--- config.mk ---
export PLATFORM = sky130hd
export DESIGN_NAME = field_shader
export DESIGN_NICKNAME = d
export VERILOG_FILES = /design/src/rtl/lava_pkg.sv /design/src/rtl/fp_sat_add.sv /design/src/rtl/field_shader.sv
export SDC_FILE = /design/constraint.sdc
export NUM_CORES = 1
export LEC_CHECK = 0
export ABC_AREA = 1
export BUFFER_PORTS_ARGS = -buffer_cell sky130_fd_sc_hd__buf_2
export CAP_MARGIN = 10
export CORE_ASPECT_RATIO = 0.5
export CORE_MARGIN = 8
export CORE_UTILIZATION = 51
export CTS_CLUSTER_DIAMETER = 100
export DETAILED_ROUTE_END_ITERATION = 8
export GPL_TIMING_DRIVEN = 1
export PLACE_DENSITY = 0.78
export SKIP_CTS_REPAIR_TIMING = 1
export SYNTH_ARGS = -nofsm -noshare
export SYNTH_HDL_FRONTEND = slang
export SYNTH_SLANG_ARGS = --single-unit
--- constraint.sdc ---
create_clock -name clk -period 5.6 [get_ports clk]
set_clock_uncertainty 0.1 [all_clocks]
set_input_delay 0.84 -clock clk [delete_from_list [all_inputs] [get_ports clk]]
set_output_delay 0.84 -clock clk [all_outputs]
set_load 0.1 [all_outputs]
--- src/rtl/lava_pkg.sv ---
// Shared fixed-point types and FSM states for the metaball field shader.
// Field values are signed Q16.15 held in 32 bits.
package lava_pkg;

    typedef logic signed [31:0] fp_t;
    typedef logic [11:0]        rgb_t;

    localparam int  FP_FRAC = 15;
    localparam fp_t FP_ONE  = fp_t'(1) << FP_FRAC;
    localparam fp_t FP_MAX  = 32'sh7FFF_FFFF;

    typedef enum logic [2:0] {
        IDLE,
        WAIT,
        SUM,
        CLASS,
        EMIT
    } shd_state_t;

    // A ball can report a negative contribution; it must never pull the total down.
    function automatic fp_t fp_clamp_neg(input fp_t v);
        return v[31] ? fp_t'(0) : v;
    endfunction

endpackage

--- src/rtl/fp_sat_add.sv ---
// Saturating adder for non-negative Q16.15 values; the result pins at FP_MAX
// instead of wrapping into the sign bit.
module fp_sat_add
    import lava_pkg::*;
(
    input  fp_t a,
    input  fp_t b,
    output fp_t y
);

    logic [32:0] wide;

    always_comb begin
        wide = {1'b0, a} + {1'b0, b};
        y    = (wide > {1'b0, FP_MAX}) ? FP_MAX : fp_t'(wide[31:0]);
    end

endmodule

--- src/rtl/field_shader.sv ---
// Collects per-ball field contributions, sums them with saturation and maps the
// total onto an iso-surface colour handed out over valid/ready.
module field_shader
    import lava_pkg::*;
#(
    parameter int   N_BALLS  = 4,
    parameter fp_t  THRESH   = FP_ONE,
    parameter fp_t  CORE_LVL = 32'sh0001_0000,
    parameter int   TIMEOUT  = 1023,
    parameter rgb_t BG_RGB   = 12'h012,
    parameter rgb_t EDGE_RGB = 12'hF40,
    parameter rgb_t CORE_RGB = 12'hFC0
) (
    input  logic                   clk,
    input  logic                   rst,
    input  logic                   px_stb,
    input  logic [N_BALLS-1:0]     ball_vld,
    input  logic [32*N_BALLS-1:0]  ball_out,
    output rgb_t                   rgb,
    output logic                   rgb_vld,
    input  logic                   rgb_rdy,
    output logic                   busy,
    output logic                   ovr,
    output logic                   tmo
);

    localparam int IW = (N_BALLS > 1) ? $clog2(N_BALLS) : 1;
    localparam int TW = (TIMEOUT > 0) ? $clog2(TIMEOUT + 1) : 1;

    shd_state_t          state, state_nx;
    logic [N_BALLS-1:0]  vld_q, flag, rise;
    fp_t                 cap [N_BALLS];
    fp_t                 sum, sum_nx, addend;
    logic [IW-1:0]       idx;
    logic [TW-1:0]       timer;
    logic                all_cap, tmo_hit, last_idx;

    // Only fresh rising edges count, so a level left high from the last pixel is ignored.
    assign rise     = ball_vld & ~vld_q;
    assign all_cap  = &flag;
    assign tmo_hit  = (timer == TW'(TIMEOUT));
    assign last_idx = (idx == IW'(N_BALLS - 1));
    assign addend   = fp_clamp_neg(cap[idx]);

    fp_sat_add u_add (
        .a (sum),
        .b (addend),
        .y (sum_nx)
    );

    always_ff @(posedge clk) begin
        if (rst) state <= IDLE;
        else     state <= state_nx;
    end

    always_comb begin
        state_nx = state;
        busy     = (state != IDLE);
        rgb_vld  = (state == EMIT);
        unique case (state)
            IDLE:    if (px_stb) state_nx = WAIT;
            WAIT: begin
                if (all_cap)      state_nx = SUM;
                else if (tmo_hit) state_nx = EMIT;
            end
            SUM:     if (last_idx) state_nx = CLASS;
            CLASS:   state_nx = EMIT;
            EMIT:    if (rgb_rdy) state_nx = IDLE;
            default: state_nx = IDLE;
        endcase
    end

    always_ff @(posedge clk) begin
        if (rst) begin
            vld_q <= '0;
            flag  <= '0;
            sum   <= '0;
            idx   <= '0;
            timer <= '0;
            rgb   <= BG_RGB;
            ovr   <= 1'b0;
            tmo   <= 1'b0;
            for (int i = 0; i < N_BALLS; i++) cap[i] <= '0;
        end else begin
            vld_q <= ball_vld;
            if (px_stb && state != IDLE) ovr <= 1'b1;
            case (state)
                IDLE: begin
                    if (px_stb) begin
                        flag  <= '0;
                        timer <= '0;
                        sum   <= '0;
                        idx   <= '0;
                    end
                end
                WAIT: begin
                    timer <= timer + TW'(1);
                    for (int i = 0; i < N_BALLS; i++) begin
                        if (rise[i] && !flag[i]) begin
                            cap[i]  <= fp_t'(ball_out[32*i +: 32]);
                            flag[i] <= 1'b1;
                        end
                    end
                    if (!all_cap && tmo_hit) begin
                        tmo <= 1'b1;
                        rgb <= BG_RGB;
                    end
                end
                SUM: begin
                    sum <= sum_nx;
                    idx <= idx + IW'(1);
                end
                CLASS: begin
                    if (sum >= CORE_LVL)    rgb <= CORE_RGB;
                    else if (sum >= THRESH) rgb <= EDGE_RGB;
                    else                    rgb <= BG_RGB;
                end
                default: ;
            endcase
        end
    end

endmodule

After elaboration in Yosys (flattened, before gate mapping)
Memories as Yosys holds them, arrays and structs flattened. A register that Yosys moved wholly into a read port is not among the register bits.
Cells that the tools add are included.
{"block": "word_totals", "out_inout_bits": 16, "mem_bits_rw": 128, "reg_bits": 69, "n_memories": 1}
{"block": "op_classes", "n_bitwise": 6, "reduce_logical": 26, "add_sub_neg": 3, "magnitude_cmp": 3, "n_eq_ne": 15, "n_mux": 48}
{"memory": "cap", "words": 4, "word_bits": 32, "rd": 1, "rd_ports_with_merged_regs": 1, "write_ports": 4, "line_no": "field_shader.sv:32", "rtl": "fp_t cap [N_BALLS];"}
{"op": "$mux 32", "count": 6}
{"op": "$pmux 32 s2", "count": 1}
{"op": "$mux 12", "count": 3}
{"op": "$add 32x31->33", "count": 1}
{"op": "$gt 33x31->1 const B", "count": 1}
{"op": "$ge 32x17->1 const B", "count": 1}
{"op": "$ge 32x18->1 const B", "count": 1}
{"op": "$mux 31", "count": 1}
{"op": "$pmux 12 s2", "count": 1}
{"op": "$mux 1", "count": 22}
{"op": "$pmux 10 s2", "count": 1}
{"op": "$mux 3", "count": 5}
{"op": "$pmux 3 s5", "count": 1}
{"op": "$ne 2x2->1 const B", "count": 7}
{"op": "$reduce_and 3->1", "count": 4}
{"op": "$add 10x1->10 const B", "count": 1}
{"op": "$eq 10x10->1 const B", "count": 1}
{"op": "$mux 10", "count": 1}
{"op": "$pmux 4 s2", "count": 1}
{"op": "$reduce_and 2->1", "count": 4}
{"op": "$reduce_and 4->1", "count": 2}
{"op": "$eq 3x2->1 const B", "count": 2}
{"op": "$logic_and 1x1->1", "count": 6}
{"op": "$mux 2", "count": 3}
{"op": "15 further kinds", "count": 24}

Depth between registers and ports, before layout
{"block": "depth", "word_depth": 8, "mapped_depth": 24, "depth_no_buf": 21}

By module
From an unflattened synthesis, not the netlist that was laid out.
{"block": "hier_totals", "cells_unflattened": 1555, "hier_area_um2": 11667.4}
{"module": "field_shader", "instances": 1, "area_each_um2": 8773.4, "seq_area_each_um2": 5084.9, "cells_per_inst": 993}
{"module": "fp_sat_add", "instances": 1, "area_each_um2": 2894.0, "seq_area_each_um2": 0.0, "cells_per_inst": 562}

Worst setup path after synthesis
Ideal clock, no wire load.
{"block": "synth_timing", "kind": "reg-to-output", "from": "reg state[2]", "to": "out rgb_vld", "slack_ps": 2150, "path_buffers": 0, "stages_incl_launch_ff": 3, "arrival_ps": 2510, "required_time_ps": 4660, "path_cell_list": "dfxtp_1 inv_1 nor3_1"}
{"block": "synth_between", "elab_chain_len": 1}
{"item": "start, declared", "line_no": "field_shader.sv:30", "rtl": "shd_state_t state, state_nx;"}
{"item": "start signal, assigned", "line_no": "field_shader.sv:53", "rtl": "else state <= state_nx;"}
{"item": "$eq 3x3->1", "line_no": "field_shader.sv:59", "rtl": "rgb_vld = (state == EMIT);"}
{"item": "end, declared", "line_no": "field_shader.sv:20", "rtl": "output logic rgb_vld,"}
Every way passes these cells.

==> impl_metrics.toml <==
[clock_tree]
clkLatencyLatePin_ps = 450
clk_pin_slew_worst_paths_ps = 80
htree_levels = 4
cts.root.buffer_cell = "sky130_fd_sc_hd__clkbuf_16"
cts_sinks = 190
numCtsBuffers = 17
cts-root-to-sink-buffers = 2
tritoncts = "yes"

[floorplanning]
core_area_um2 = 22600
initial_core_util_pct = 51.5
die_width_um = 230
die_y_um = 123
placement_rows = 39
die-area_um2 = 28200
io-pin-count = 152

[min_path]
worst_hold_path_type = "flip-flop to flip-flop"

[synth]
synth.ff_latch_count = 190
synth.most_common_cell = "sky130_fd_sc_hd__nand2_1"
syn_area_um2 = 11600
yosysUniqueCellTypes = 49
synth-xor-area-share_pct = 1.05
fraction_of_registers_with_async_set_reset_pct = 0
count_of_flip_flops_with_a_built_in_enable_after_synthesis = 128
share_of_synthesized_area_occupied_by_flip_flops_and_latches_pct = 43.7
synth_top_family_by_area = "simple AND/OR/NAND/NOR gates"
ys_warn_count = 0
synth-compound-area-share_pct = 8.76
synth_top_cell_area_share_pct = 33.0
yosysTopAreaCell = "sky130_fd_sc_hd__edfxtp_1"
synth_top_cells_by_count = "sky130_fd_sc_hd__nand2_1, sky130_fd_sc_hd__inv_1, sky130_fd_sc_hd__nor2_1, sky130_fd_sc_hd__edfxtp_1, sky130_fd_sc_hd__dfxtp_1"
synth_simple_gate_area_share_pct = 29.3
synth_fa_ha_area_share_pct = 3.72
yosys-mux-area-fraction_pct = 0
netlist_instances = 1523
post_synthesis_mean_instance_area_um2 = 7.65
synthFlopType = "sky130_fd_sc_hd__edfxtp_1"
synth_top_cells_by_area = "sky130_fd_sc_hd__edfxtp_1, sky130_fd_sc_hd__nand2_1, sky130_fd_sc_hd__dfxtp_1"

[pwr]
fraction_of_power_consumed_by_the_clock_network_pct = 39.1
switching_share_pct = 26.3
p_leak_uw = 0.00681
fin_total_pwr_uw = 3110
p_switching_uw = 818
power_report.internal_total_uw = 2290
max-vdd-ir-drop_mv = 0.191
powerDensity_nw_per_um2 = 238
share_seq_of_total_power_pct = 51.1
combinational_power_share_pct = 9.8

[sta]
max_slew.worst_pin.slew_ps = 927
fin_crit_ps = 4270
setup_viol = 0
tns_ps = 0
slew-limit-headroom_pct = 38.2
period_share_pct = 76.2
final_hold_vio_count = 0
post-route-worst-setup-slack_ps = 1330
maxSlewViolCount = 0
unrepaired_setup_endpoints_after_global_routing = "no"
timing.fmax_mhz = 234

[routing]
postRouteAntennaNets = 0
postRouteWirelength_um = 31300
viasPerCell = 5.11
detailedRoute.firstIterationViolations = 909
drc = 0
detail_route.wl_per_cell_um = 15.9
detailedRoute.firstPassIterationCount = 5
total_via_count_in_the_routed_design = 10000

[place]
gp_congestion = 0.996
portBuffers = 147
place_ws_ps = 1440
detailedPlacementHpwl_um = 23000

[global_route]
antenna_found_initial = 0
globalRouteOverflowTotal = 0
first_global_vias = 9541
grt_start_max_net_pins = 51
grt_util_all_layers_pct = 22.1
grt_first_pass_wirelength_um = 49500

[worst_setup_path]
crit_path_end_kind = "flip-flop"
worst-path-max-fanout = 43
critical_path_required_ps = 5810
path_cells = "buf_4 > nor2_1 > o32ai_1 > nand2_1 > inv_1 > ha_1 > nand2_1 > inv_1 > nand2_1 > nand2_1 > nand3b_2 > a21oi_4 > buf_4 > nand3_2 > nand2_2 > a21oi_2"
setup.worst_path.class = "flip-flop to flip-flop"
cpMostUsedCell = "sky130_fd_sc_hd__nand2_1"
worst_setup_path_start_kind = "flip-flop"
critPathArrivalTime_ps = 4480
critPathMaxStageDelay_ps = 630
critical_path_buf_inv_count = 4
worst_path_max_delay_cell = "sky130_fd_sc_hd__o32ai_1"
path_delay_family = "compound AO/OA/AOI/OAI gates"

[finish]
filler_cell_count = 2013
num_antenna_cells = 0
area.growth.synth_to_final_pct = 12.1
multi_input_area_um2 = 5020
final_nets = 1811
fraction_of_final_layout_cells_sized_beyond_drive_strength_1_pct = 20.5
regArea_um2 = 5090

[outcome]
status = "completed"

[flow_run]
maxCapViolations = 0
## registers in the layout (all words and copies together) (netlist names), named ones only
| name | flops |
|---|---|
| state | 3 |
| idx | 2 |
| flag | 4 |
| tmo | 1 |
| timer | 10 |
| cap | 128 |
| vld_q | 4 |
| sum | 32 |
| rgb | 3 |
| ovr | 1 |
## area by class of cell
class	instances	share of cell area, %
clock buffers	17	3.26
repair buffers	159	6.33
multi-input cells	962	38.4
flip-flops and latches	190	39.0
well taps	307	2.94
inverters	311	8.94
clock inverters	15	1.14
## per-stage QoR
step | utilization (%) | instances | hold slack, ps | area, µm²
floorplan | - | 1526 | 337 | 11700
global route | 57.8 | 1961 | 379 | 13100
finish | 57.8 | 1961 | 358 | 13100
CTS | 57.8 | 1961 | 357 | 13100
global placement | 55.2 | 1929 | 340 | 12500
detailed placement | 55.2 | 1929 | 347 | 12500
## power groups by stage
stage	Combinational, µW	Sequential, µW	Clock, µW
floorplan	192	1610	0
global placement	299	1620	0
detailed placement	302	1620	0
CTS	304	1590	1220
global route	336	1590	1270
finish	306	1590	1210
## cells by family (layout without fill, tap and decap cells)
group                      Yosys count  in the layout
buffers and inverters              374            502
adders and majority gates           34             34
other                                1              4
xor gates and xnor gates            14             14
AOI/OAI and AO/OA                  148            148
DFF                                190            190
and+or+nand+nor                    762            762
## layer usage
metal / routed length, µm / share of wire, % / vias to the layer above / global-route usage (%)
met3: 2980 / 9.5 / 52 / 5.84
met1: 14100 / 45 / 4594 / 30.3
met4: 716 / 2.3 / 0 / 7.29
met5: 0 / 0 / - / 0
li1: - / - / 4962 / -
met2: 13400 / 43 / 414 / 34.0
## placed cells by master (no fill, tap or decap), types with 5 or more instances in the layout
master                        n
sky130_fd_sc_hd__inv_2       15
sky130_fd_sc_hd__ha_1        33
sky130_fd_sc_hd__nand3_2     32
sky130_fd_sc_hd__nand2_2     44
sky130_fd_sc_hd__a21oi_1     34
sky130_fd_sc_hd__nor2_1     273
sky130_fd_sc_hd__nor2_2       6
sky130_fd_sc_hd__nand3_1     30
sky130_fd_sc_hd__nand3b_1    10
sky130_fd_sc_hd__inv_6        5
sky130_fd_sc_hd__buf_2      147
sky130_fd_sc_hd__o32ai_1     31
sky130_fd_sc_hd__xnor2_1     13
sky130_fd_sc_hd__nor3_1       8
sky130_fd_sc_hd__o21ai_0     40
sky130_fd_sc_hd__buf_4       12
sky130_fd_sc_hd__inv_1      296
sky130_fd_sc_hd__edfxtp_1   128
sky130_fd_sc_hd__nand2_1    332
sky130_fd_sc_hd__dfxtp_1     60
sky130_fd_sc_hd__a21oi_2     31
sky130_fd_sc_hd__clkbuf_16   17
## worst paths after layout
path	startpoint	to	slack, ps	cells past startpoint
hold reg to reg	tmo	tmo	360	2
setup reg to reg	flip-flop	sum[13]	1330	16
setup / recovery	flip-flop	sum[13]	1330	16
hold / removal	tmo	tmo	360	2
## worst register-to-register path: stages, from the launching register on
cell and delay, ps:
sky130_fd_sc_hd__dfxtp_2 580, sky130_fd_sc_hd__buf_4 460, sky130_fd_sc_hd__nor2_1 100, sky130_fd_sc_hd__o32ai_1 630
sky130_fd_sc_hd__nand2_1 100, sky130_fd_sc_hd__inv_1 80, sky130_fd_sc_hd__ha_1 270, sky130_fd_sc_hd__nand2_1 130
sky130_fd_sc_hd__inv_1 50, sky130_fd_sc_hd__nand2_1 80, sky130_fd_sc_hd__nand2_1 60, sky130_fd_sc_hd__nand3b_2 240
sky130_fd_sc_hd__a21oi_4 490, sky130_fd_sc_hd__buf_4 470, sky130_fd_sc_hd__nand3_2 130, sky130_fd_sc_hd__nand2_2 90
sky130_fd_sc_hd__a21oi_2 50
(Power assumes the default switching activity.)
